$ cat src/rtl/display_pkg.sv
// Shared constants, types and helpers for the multiplexed 7-segment display blocks.
package display_pkg;

  localparam int NDIGITS_DEF  = 4;
  localparam int SCAN_DIV_DEF = 50000;
  localparam int BLANK_DEF    = 2;

  typedef logic [3:0] nibble_t;

  // Bit idx set when idx addresses one of the first n digits, otherwise all zero.
  function automatic logic [7:0] onehot(input int unsigned idx, input int unsigned n);
    logic [7:0] r;
    r = '0;
    for (int unsigned i = 0; i < 8; i++) begin
      r[i] = (i == idx) && (i < n);
    end
    return r;
  endfunction

endpackage

$ cat src/rtl/scan_prescaler.sv
// Free-running modulo-DIV counter with a terminal-count tick; shared by display and keypad scanners.
module scan_prescaler #(
  parameter int DIV = 50000,
  localparam int CW = (DIV > 1) ? $clog2(DIV) : 1
) (
  input  logic          clk,
  input  logic          reset,
  output logic          tick,
  output logic [CW-1:0] cnt
);

  localparam logic [CW-1:0] LAST = CW'(DIV - 1);

  assign tick = (cnt == LAST);

  always_ff @(posedge clk or posedge reset) begin
    if (reset) begin
      cnt <= '0;
    end else if (tick) begin
      cnt <= '0;
    end else begin
      cnt <= cnt + CW'(1);
    end
  end

endmodule

$ cat src/rtl/digit_scanner.sv
// Time-multiplexed digit driver for decode7: staged ready/valid load, frame-aligned commit,
// leading-zero blanking and a registered num/decimal/one-hot digit-enable output.
module digit_scanner import display_pkg::*; #(
  parameter int NDIGITS  = NDIGITS_DEF,
  parameter int SCAN_DIV = SCAN_DIV_DEF,
  parameter int BLANK    = BLANK_DEF
) (
  input  logic                 clk,
  input  logic                 reset,
  input  logic [4*NDIGITS-1:0] value,
  input  logic [NDIGITS-1:0]   dp,
  input  logic                 blank_lz,
  input  logic                 load,
  output logic                 ready,
  output logic [3:0]           num,
  output logic                 decimal,
  output logic [NDIGITS-1:0]   digit
);

  localparam int CW = (SCAN_DIV > 1) ? $clog2(SCAN_DIV) : 1;
  localparam int IW = (NDIGITS > 1) ? $clog2(NDIGITS) : 1;
  localparam logic [IW-1:0] IDX_LAST = IW'(NDIGITS - 1);
  localparam logic [CW-1:0] BLANK_C  = CW'(BLANK);

  logic                 tick;
  logic [CW-1:0]        cnt;
  logic [IW-1:0]        idx;
  logic                 frame;
  logic                 pending;
  logic [4*NDIGITS-1:0] stage_val;
  logic [NDIGITS-1:0]   stage_dp;
  logic [4*NDIGITS-1:0] disp_val;
  logic [NDIGITS-1:0]   disp_dp;
  logic [NDIGITS-1:0]   blank_vec;
  nibble_t              sel_num;
  logic                 sel_dp;
  logic                 sel_blank;
  logic [NDIGITS-1:0]   digit_oh;
  nibble_t              num_p1;
  logic                 decimal_p1;
  logic [NDIGITS-1:0]   digit_p1;

  scan_prescaler #(.DIV(SCAN_DIV)) u_prescaler (
    .clk   (clk),
    .reset (reset),
    .tick  (tick),
    .cnt   (cnt)
  );

  assign frame = tick && (idx == IDX_LAST);
  assign ready = !pending;

  always_ff @(posedge clk or posedge reset) begin
    if (reset) begin
      idx <= '0;
    end else if (tick) begin
      idx <= (idx == IDX_LAST) ? '0 : idx + IW'(1);
    end
  end

  // A load landing on a frame boundary is only staged; it commits one frame later.
  always_ff @(posedge clk or posedge reset) begin
    if (reset) begin
      pending   <= 1'b0;
      stage_val <= '0;
      stage_dp  <= '0;
      disp_val  <= '0;
      disp_dp   <= '0;
    end else begin
      if (load && ready) begin
        stage_val <= value;
        stage_dp  <= dp;
      end
      if (frame && pending) begin
        disp_val <= stage_val;
        disp_dp  <= stage_dp;
        pending  <= 1'b0;
      end else if (load && ready) begin
        pending <= 1'b1;
      end
    end
  end

  // Walk from the most-significant digit down, tracking whether everything above is zero.
  always_comb begin
    logic zero_run;
    zero_run  = 1'b1;
    blank_vec = '0;
    for (int i = NDIGITS - 1; i >= 0; i--) begin
      zero_run     = zero_run && (disp_val[4*i +: 4] == 4'h0);
      blank_vec[i] = blank_lz && (i > 0) && zero_run && !disp_dp[i];
    end
  end

  always_comb begin
    sel_num   = '0;
    sel_dp    = 1'b0;
    sel_blank = 1'b0;
    for (int i = 0; i < NDIGITS; i++) begin
      if (idx == IW'(i)) begin
        sel_num   = disp_val[4*i +: 4];
        sel_dp    = disp_dp[i];
        sel_blank = blank_vec[i];
      end
    end
  end

  assign digit_oh = NDIGITS'(onehot(32'(idx), NDIGITS));

  // Output stage: one cycle behind cnt/idx.
  always_ff @(posedge clk or posedge reset) begin
    if (reset) begin
      num_p1     <= '0;
      decimal_p1 <= 1'b0;
      digit_p1   <= '0;
    end else begin
      num_p1     <= sel_num;
      decimal_p1 <= sel_dp;
      digit_p1   <= (cnt >= BLANK_C && !sel_blank) ? digit_oh : '0;
    end
  end

  assign num     = num_p1;
  assign decimal = decimal_p1;
  assign digit   = digit_p1;

endmodule

$ cat config.mk
export PLATFORM = sky130hd
export DESIGN_NAME = digit_scanner
export DESIGN_NICKNAME = d
export VERILOG_FILES = /design/src/rtl/display_pkg.sv /design/src/rtl/scan_prescaler.sv /design/src/rtl/digit_scanner.sv
export SDC_FILE = /design/constraint.sdc
export NUM_CORES = 1
export LEC_CHECK = 0
export BUFFER_PORTS_ARGS = -buffer_cell sky130_fd_sc_hd__buf_2
export CAP_MARGIN = 20
export CORE_UTILIZATION = 25
export DETAILED_ROUTE_END_ITERATION = 10
export HOLD_SLACK_MARGIN = 0.05
export SLEW_MARGIN = 10
export SYNTH_ARGS = -nofsm -noshare
export SYNTH_HDL_FRONTEND = slang
export SYNTH_HIERARCHICAL = 1
export SYNTH_SLANG_ARGS = --single-unit
$ cat constraint.sdc
create_clock -name clk -period 5.4 [get_ports clk]
set_input_delay 0.54 -clock clk [delete_from_list [all_inputs] [get_ports clk]]
set_output_delay 0.54 -clock clk [all_outputs]
set_load 0.02 [all_outputs]
==> results of run 1 <==
==> routing by layer <==
layer | track usage (%) | up-vias
met1 | 13.3 | 918
met3 | 2.18 | 8
met4 | 5.41 | 0
met5 | 0 | -
met2 | 14.1 | 40
li1 | - | 920
==> layout make-up <==
type | instances | area (sq um)
multi-input combinational | 148 | 1220
clock buffer | 12 | 246
inverter | 10 | 37.5
fill | 1156 | 7970
clock inverter | 4 | 25.0
sequential | 68 | 1700
timing repair buffer | 34 | 185
tap | 143 | 179
==> worst paths after layout <==
check	cells past startpoint	slack, ns	from	to
setup / recovery	4	2.11	u_prescaler/cnt[4]	disp_dp[0]
hold / removal	2	0.19	reset	decimal
setup reg to reg	4	2.11	u_prescaler/cnt[4]	disp_dp[0]
hold reg to reg	1	0.49	stage_val[4]	stage_val[4]
max in group asynchronous	2	4.68	reset	u_prescaler/cnt[0]
min in group clk	2	0.44	value[4]	stage_val[4]
==> synthesized netlist by cell type (all sizes together) (2+ instances only) <==
library cell  number
xnor2              5
xor2               7
ha                 5
and4               2
or2b               2
a22o               4
or3                2
nand3              5
a21oi             10
nor2               9
buf                7
nand2             11
nor2b              2
dfrtp             68
nor3               3
o31ai              3
a211oi             3
mux2              40
or4b               3
or4bb              2
nand4              6
o21ai              8
nor4               8
inv               10
==> stage by stage <==
step           utilization (%)  cells
2_1_floorplan                -    234
3_3_place_gp              28.5    402
3_5_place_dp              28.5    402
4_1_cts                   30.9    418
5_1_grt                   31.1    419
6_report                  31.1    419
==> worst register-to-register path, delay by kind of cell (launching register included) <==
family / cells / cell delay (ns)
DFF: 1 / 0.45
muxes: 1 / 0.61
and+or+nand+nor: 3 / 2.10
==> cell families after synthesis <==
logic type                 share of synthesized area (%)
AOI/OAI and AO/OA                                   7.12
xor gates and xnor gates                            3.50
adders and majority gates                           2.08
buffers and inverters                               2.96
DFF                                                 56.6
muxes                                               15.3
and+or+nand+nor                                     12.4
==> registers in the layout, summed over array words and instances, names as in the netlist <==
signal,count
decimal,1
pending,1
disp_dp,4
digit,4
stage_dp,4
idx,2
u_prescaler/cnt,16
stage_val,16
num,4
disp_val,16
==> power breakdown <==
| group | total (mW) | switching (mW) | leakage [nW] | internal (mW) |
|---|---|---|---|---|
| clock network | 0.523 | 0.202 | 0.129 | 0.321 |
| logic | 0.0392 | 0.0174 | 0.648 | 0.0218 |
| registers | 0.540 | 0.0107 | 0.887 | 0.530 |
| total | 1.10 | 0.230 | 1.66 | 0.873 |
==> metrics.yaml, run 1 <==
sta:
  finalHoldViolCount: 0
  slew_violations: 0
  fin_ws_ns: 2.11
  setup_viol: 0
  slew_headroom_pct: 32.7
  max_freq_mhz: 304
  holdWs_ns: 0.193
  grt_setup_unrepaired: "false"
  period_share_pct: 61.0
  tns_ns: 0
  timing.final.crit_period_ns: 3.29
  final.setup_skew_ns: 0.00762
  tightest_slew_ns: 1.00
synth:
  synth_fp_nets: 263
  post-synth-top-area-cell: "dfrtp_1"
  ys.flop_type: "dfrtp_1"
  synth_area_leaders: "dfrtp_1 57%, mux2_2 13%, ha_1 2.1%"
  ys_ff_latch: 68
  avgSynthCellArea_sq_um: 12.8
  syn-instance-count: 234
  synth.yosys.seq_area_share_pct: 56.6
  ys_warn_count: 6
  yosysUniqueCellTypes: 39
  synth-edff-count: 0
  synth_top_area_share_pct: 56.6
  async_reset_ff_share_pct: 100
  synth.cell_area_sq_um: 3000
floorplan:
  ioPinCount: 34
  placementRows: 39
  initial_core_util_pct: 26.0
  dieArea_sq_um: 12500
  die_w_um: 112
  die_h_um: 112
  core_sq_um: 11600
power:
  power_mw: 1.10
  p_leak_nw: 1.66
  vdd_ir_drop_max_mv: 0.197
  pwr_density_cell_nw_per_um2: 307
grt:
  grt_pass1_vias: 1819
  grt_max_degree: 53
  antenna_found_initial: 0
  grt_pass1_wl_um: 9380
  grt_usage_pct: 9.69
  grt-ovfl-total: 0
clocking:
  cts_sinks: 68
  post_cts_resized: 0
  cts_tree: "yes"
  clk_pin_slew_ns: 0.06
  insertion_delay_ns: 0.33
  cts_buffers: 9
  clockBufferDepth: 2
  cts-root-buf: "clkbuf_16"
  holdBufCountCts: 0
  post-cts-setup-buffer-count: 0
  cts.htree.levels: 3
placed_design:
  post-dp-hpwl_um: 4010
  io_buffers: 33
  routabilityCongestion: 0.792
  dp_slack_ns: 2.09
  placed_area_sq_um: 3300
final_layout:
  final_area_sq_um: 3590
  diodes: 0
  nNetsFinal: 300
  final_cell_mix: "68 x dfrtp_1, 36 x mux2_2, 33 x buf_2"
  layout_commonest_cell: "dfrtp_1"
  syn2layout_area_growth_pct: 19.5
  drive_above_1_share_pct: 34.8
critical_path:
  cpPeakStageDelay_ns: 0.90
  crit_path_max_fanout: 21
  crit_type: "reg2reg"
  critPathBufInv: 0
  cp_slowest_cell: "nand3_1"
  cp_cell_sequence: "or4b_4, nor4_4, nand3_1, mux2_1"
  cpLargestDelayFamily: "simple AND/OR/NAND/NOR gates"
  worstPathRequired_ns: 5.60
  worstSetupEndpointType: "register"
  arrival_ns: 3.49
  cp-start-kind: "register"
route:
  routed_wl_um: 5650
  wl_met1_um: 2710
  vias: 1886
  top_layer: "met4"
  drtAntennaViolNets: 0
  first_pass_iters: 7
  avgViaCountPerCell: 4.50
  drc_errors: 2
  wl_met2_um: 2600
  wl_per_cell_um: 13.5
  drt_iter0_markers: 58
  wl_met3_um: 210
outcome:
  failed_checks: "DRC"
  outcome: "finished with violations"
job:
  max-cap-violations: 0
worst_hold_path:
  hold_path_class: "in2async"
(Power assumes the default switching activity.)
==> inputs of run 2 (changes only) <==
- ABC_AREA: unset -> 1
- clock period: 5.4 -> 2.7 ns (I/O delays scaled with it)
==> run 2 against run 1 <==
Compared with the run above:
- the run now ends clean
- synthesized cell count increased by 49%
- setup slack got worse by 1.3 ns
- sequential cell count unchanged
- wire length increased by 8.7%
- clock-buffer cell count decreased by 2
- critical path type unchanged
- highest routed layer unchanged
==> metrics.yaml, run 2 <==
route:
  drtAntennaViolNets: 0
  wl_per_cell_um: 11.3
  avgViaCountPerCell: 4.28
  drt_iter0_markers: 83
  first_pass_iters: 4
  vias: 2323
  routed_wl_um: 6140
  drc_errors: 0
synth:
  ys_ff_latch: 68
  avgSynthCellArea_sq_um: 8.85
  synth.cell_area_sq_um: 3090
  post-synth-top-area-cell: "dfrtp_1"
  synth-edff-count: 0
  syn-instance-count: 349
  synth_top_area_share_pct: 55.1
  synth_commonest_cells: "88 x nand2_1, 68 x dfrtp_1, 51 x nor2_1"
  synth_fp_nets: 378
  synth_area_leaders: "dfrtp_1 55%, nand2_1 11%, nor2_1 6.2%"
  yosysUniqueCellTypes: 27
  ys.flop_type: "dfrtp_1"
  synth.yosys.seq_area_share_pct: 55.1
  yosysMostFrequentCell: "nand2_1"
  async_reset_ff_share_pct: 100
  ys_warn_count: 6
power:
  switching_share_pct: 21.9
  vdd_ir_drop_max_mv: 0.279
  p_clk_share_pct: 50.9
  p_leak_nw: 1.99
  p_seq_share_pct: 47.3
  combPwrFrac_pct: 1.8
  pwr_density_cell_nw_per_um2: 582
  internal_power_mw: 1.68
  power.switching_uw: 472
critical_path:
  reg2reg_slack_ns: 0.77
  worstPathRequired_ns: 2.91
  arrival_ns: 2.14
  crit_type: "reg2reg"
  crit_path_max_fanout: 25
  worstSetupEndpointType: "register"
  cp-start-kind: "register"
final_layout:
  layout_commonest_cell: "nand2_1"
  diodes: 0
  reg_top3: "disp_val (16), stage_val (16), u_prescaler/cnt (16)"
  final_cell_mix: "88 x nand2_1, 68 x dfrtp_1, 51 x nor2_1"
  nNetsFinal: 420
  drive_above_1_share_pct: 17.2
  syn2layout_area_growth_pct: 20.0
clocking:
  post-cts-setup-buffer-count: 0
  cts_buffers: 9
  cts_sinks: 68
  cts.htree.levels: 3
  cts-root-buf: "clkbuf_16"
  insertion_delay_ns: 0.33
  cts_tree: "yes"
  clockBufferDepth: 2
  clk_pin_slew_ns: 0.06
  post_cts_resized: 0
sta:
  tightest_slew_ns: 0.636
  tns_ns: 0
  finalHoldViolCount: 0
  slew_violations: 0
  max_freq_mhz: 517
  period_share_pct: 71.6
  timing.final.crit_period_ns: 1.93
  grt_setup_unrepaired: "false"
  final.setup_skew_ns: 0.0103
  setup_viol: 0
  slew_headroom_pct: 57.5
  holdWs_ns: 0.143
outcome:
  outcome: "finished, final reports clean"
placed_design:
  routabilityCongestion: 0.850
  post-dp-hpwl_um: 4590
  io_buffers: 33
floorplan:
  die_h_um: 113
  die_w_um: 113
  core_sq_um: 12000
  placementRows: 40
  initial_core_util_pct: 25.7
  dieArea_sq_um: 12800
  ioPinCount: 34
worst_hold_path:
  hold_path_class: "in2reg"
job:
  max-cap-violations: 0
grt:
  grt_pass1_vias: 2316
  grt_pass1_wl_um: 10700
  grt_usage_pct: 10.9
  antenna_found_initial: 0
  grt-ovfl-total: 0
  grt_max_degree: 32
run 2: cell count changes after synthesis, sizes merged, moves of 4 or more:
| cell | previous run | this run |
|---|---|---|
| a21oi | 10 | 15 |
| a22o | 4 | 0 |
| inv | 10 | 45 |
| mux2 | 40 | 12 |
| nand2 | 11 | 91 |
| nand3 | 5 | 13 |
| nor2 | 9 | 51 |
| nor4 | 8 | 1 |
| o21ai | 8 | 23 |
| xnor2 | 5 | 0 |
run 2: worst paths after layout:
kind,cells after the start,start,end
worst min-delay path,2,value[5],stage_val[5]
worst max-delay path,9,u_prescaler/cnt[0],disp_val[15]
worst min register to register,2,stage_dp[3],disp_dp[3]
worst max register to register,9,u_prescaler/cnt[0],disp_val[15]
max in group asynchronous,4,reset,stage_val[1]
min in group asynchronous,3,reset,u_prescaler/cnt[5]
run 2: logic make-up after synthesis:
kind of cell	after synthesis	share of synthesized area, %
AO/OA/AOI/OAI	43	7.45
XOR/XNOR	5	1.42
adder cells (fa/ha/maj)	5	2.03
buffers and inverters	52	7.29
flip-flops	68	55.1
multiplexers	12	4.74
AND/OR/NAND/NOR	164	22.0
run 2: final cells by class:
type	instances	area (sq um)
fillers	1281	8310
flip-flops and latches	68	1700
multi-input cells	229	1160
clock buffers	10	239
repair buffers	38	205
well taps	147	184
inverters	45	169
clock inverters	6	45.0
run 2: through the flow:
step	area (sq um)	power [mW]	instances	worst slack [ns]	util, %
detailed placement	3410	1.08	526	0.777	28.4
global route	3710	2.24	543	0.476	30.9
global placement	3410	1.08	526	0.834	28.4
CTS	3710	2.19	543	0.760	30.9
floorplan	3090	1.05	349	1.09	-
finish	3710	2.16	543	0.767	30.9
run 2: per-layer routing:
layer	up-vias	GRT usage, %	routed length [um]
met2	46	17.2	2800
li1	1177	-	-
met1	1085	12.9	2870
met4	0	6.58	164
met3	15	3.70	297
met5	-	0	0
run 2: power by group through the flow:
stage / Clock [mW] / Sequential [mW] / Combinational, mW
after floorplan: 0 / 1.04 / 0.0161
after global placement: 0 / 1.04 / 0.0401
after detailed placement: 0 / 1.04 / 0.0414
after CTS: 1.13 / 1.02 / 0.0427
after global routing: 1.18 / 1.02 / 0.0478
final: 1.10 / 1.02 / 0.0399
run 2: worst max-delay path, stage by stage, from the launching register on:
cell	delay [ns]
dfrtp_1	0.39
ha_1	0.21
nand3_2	0.14
nor2_1	0.16
nand2_2	0.12
inv_2	0.15
nand3_2	0.07
buf_4	0.22
inv_2	0.22
o21ai_0	0.11
run 2: repair_timing:
action,in CTS,in global routing
endpoints found under the hold margin,22,0
hold buffers,1,0
setup endpoints to repair,0,0
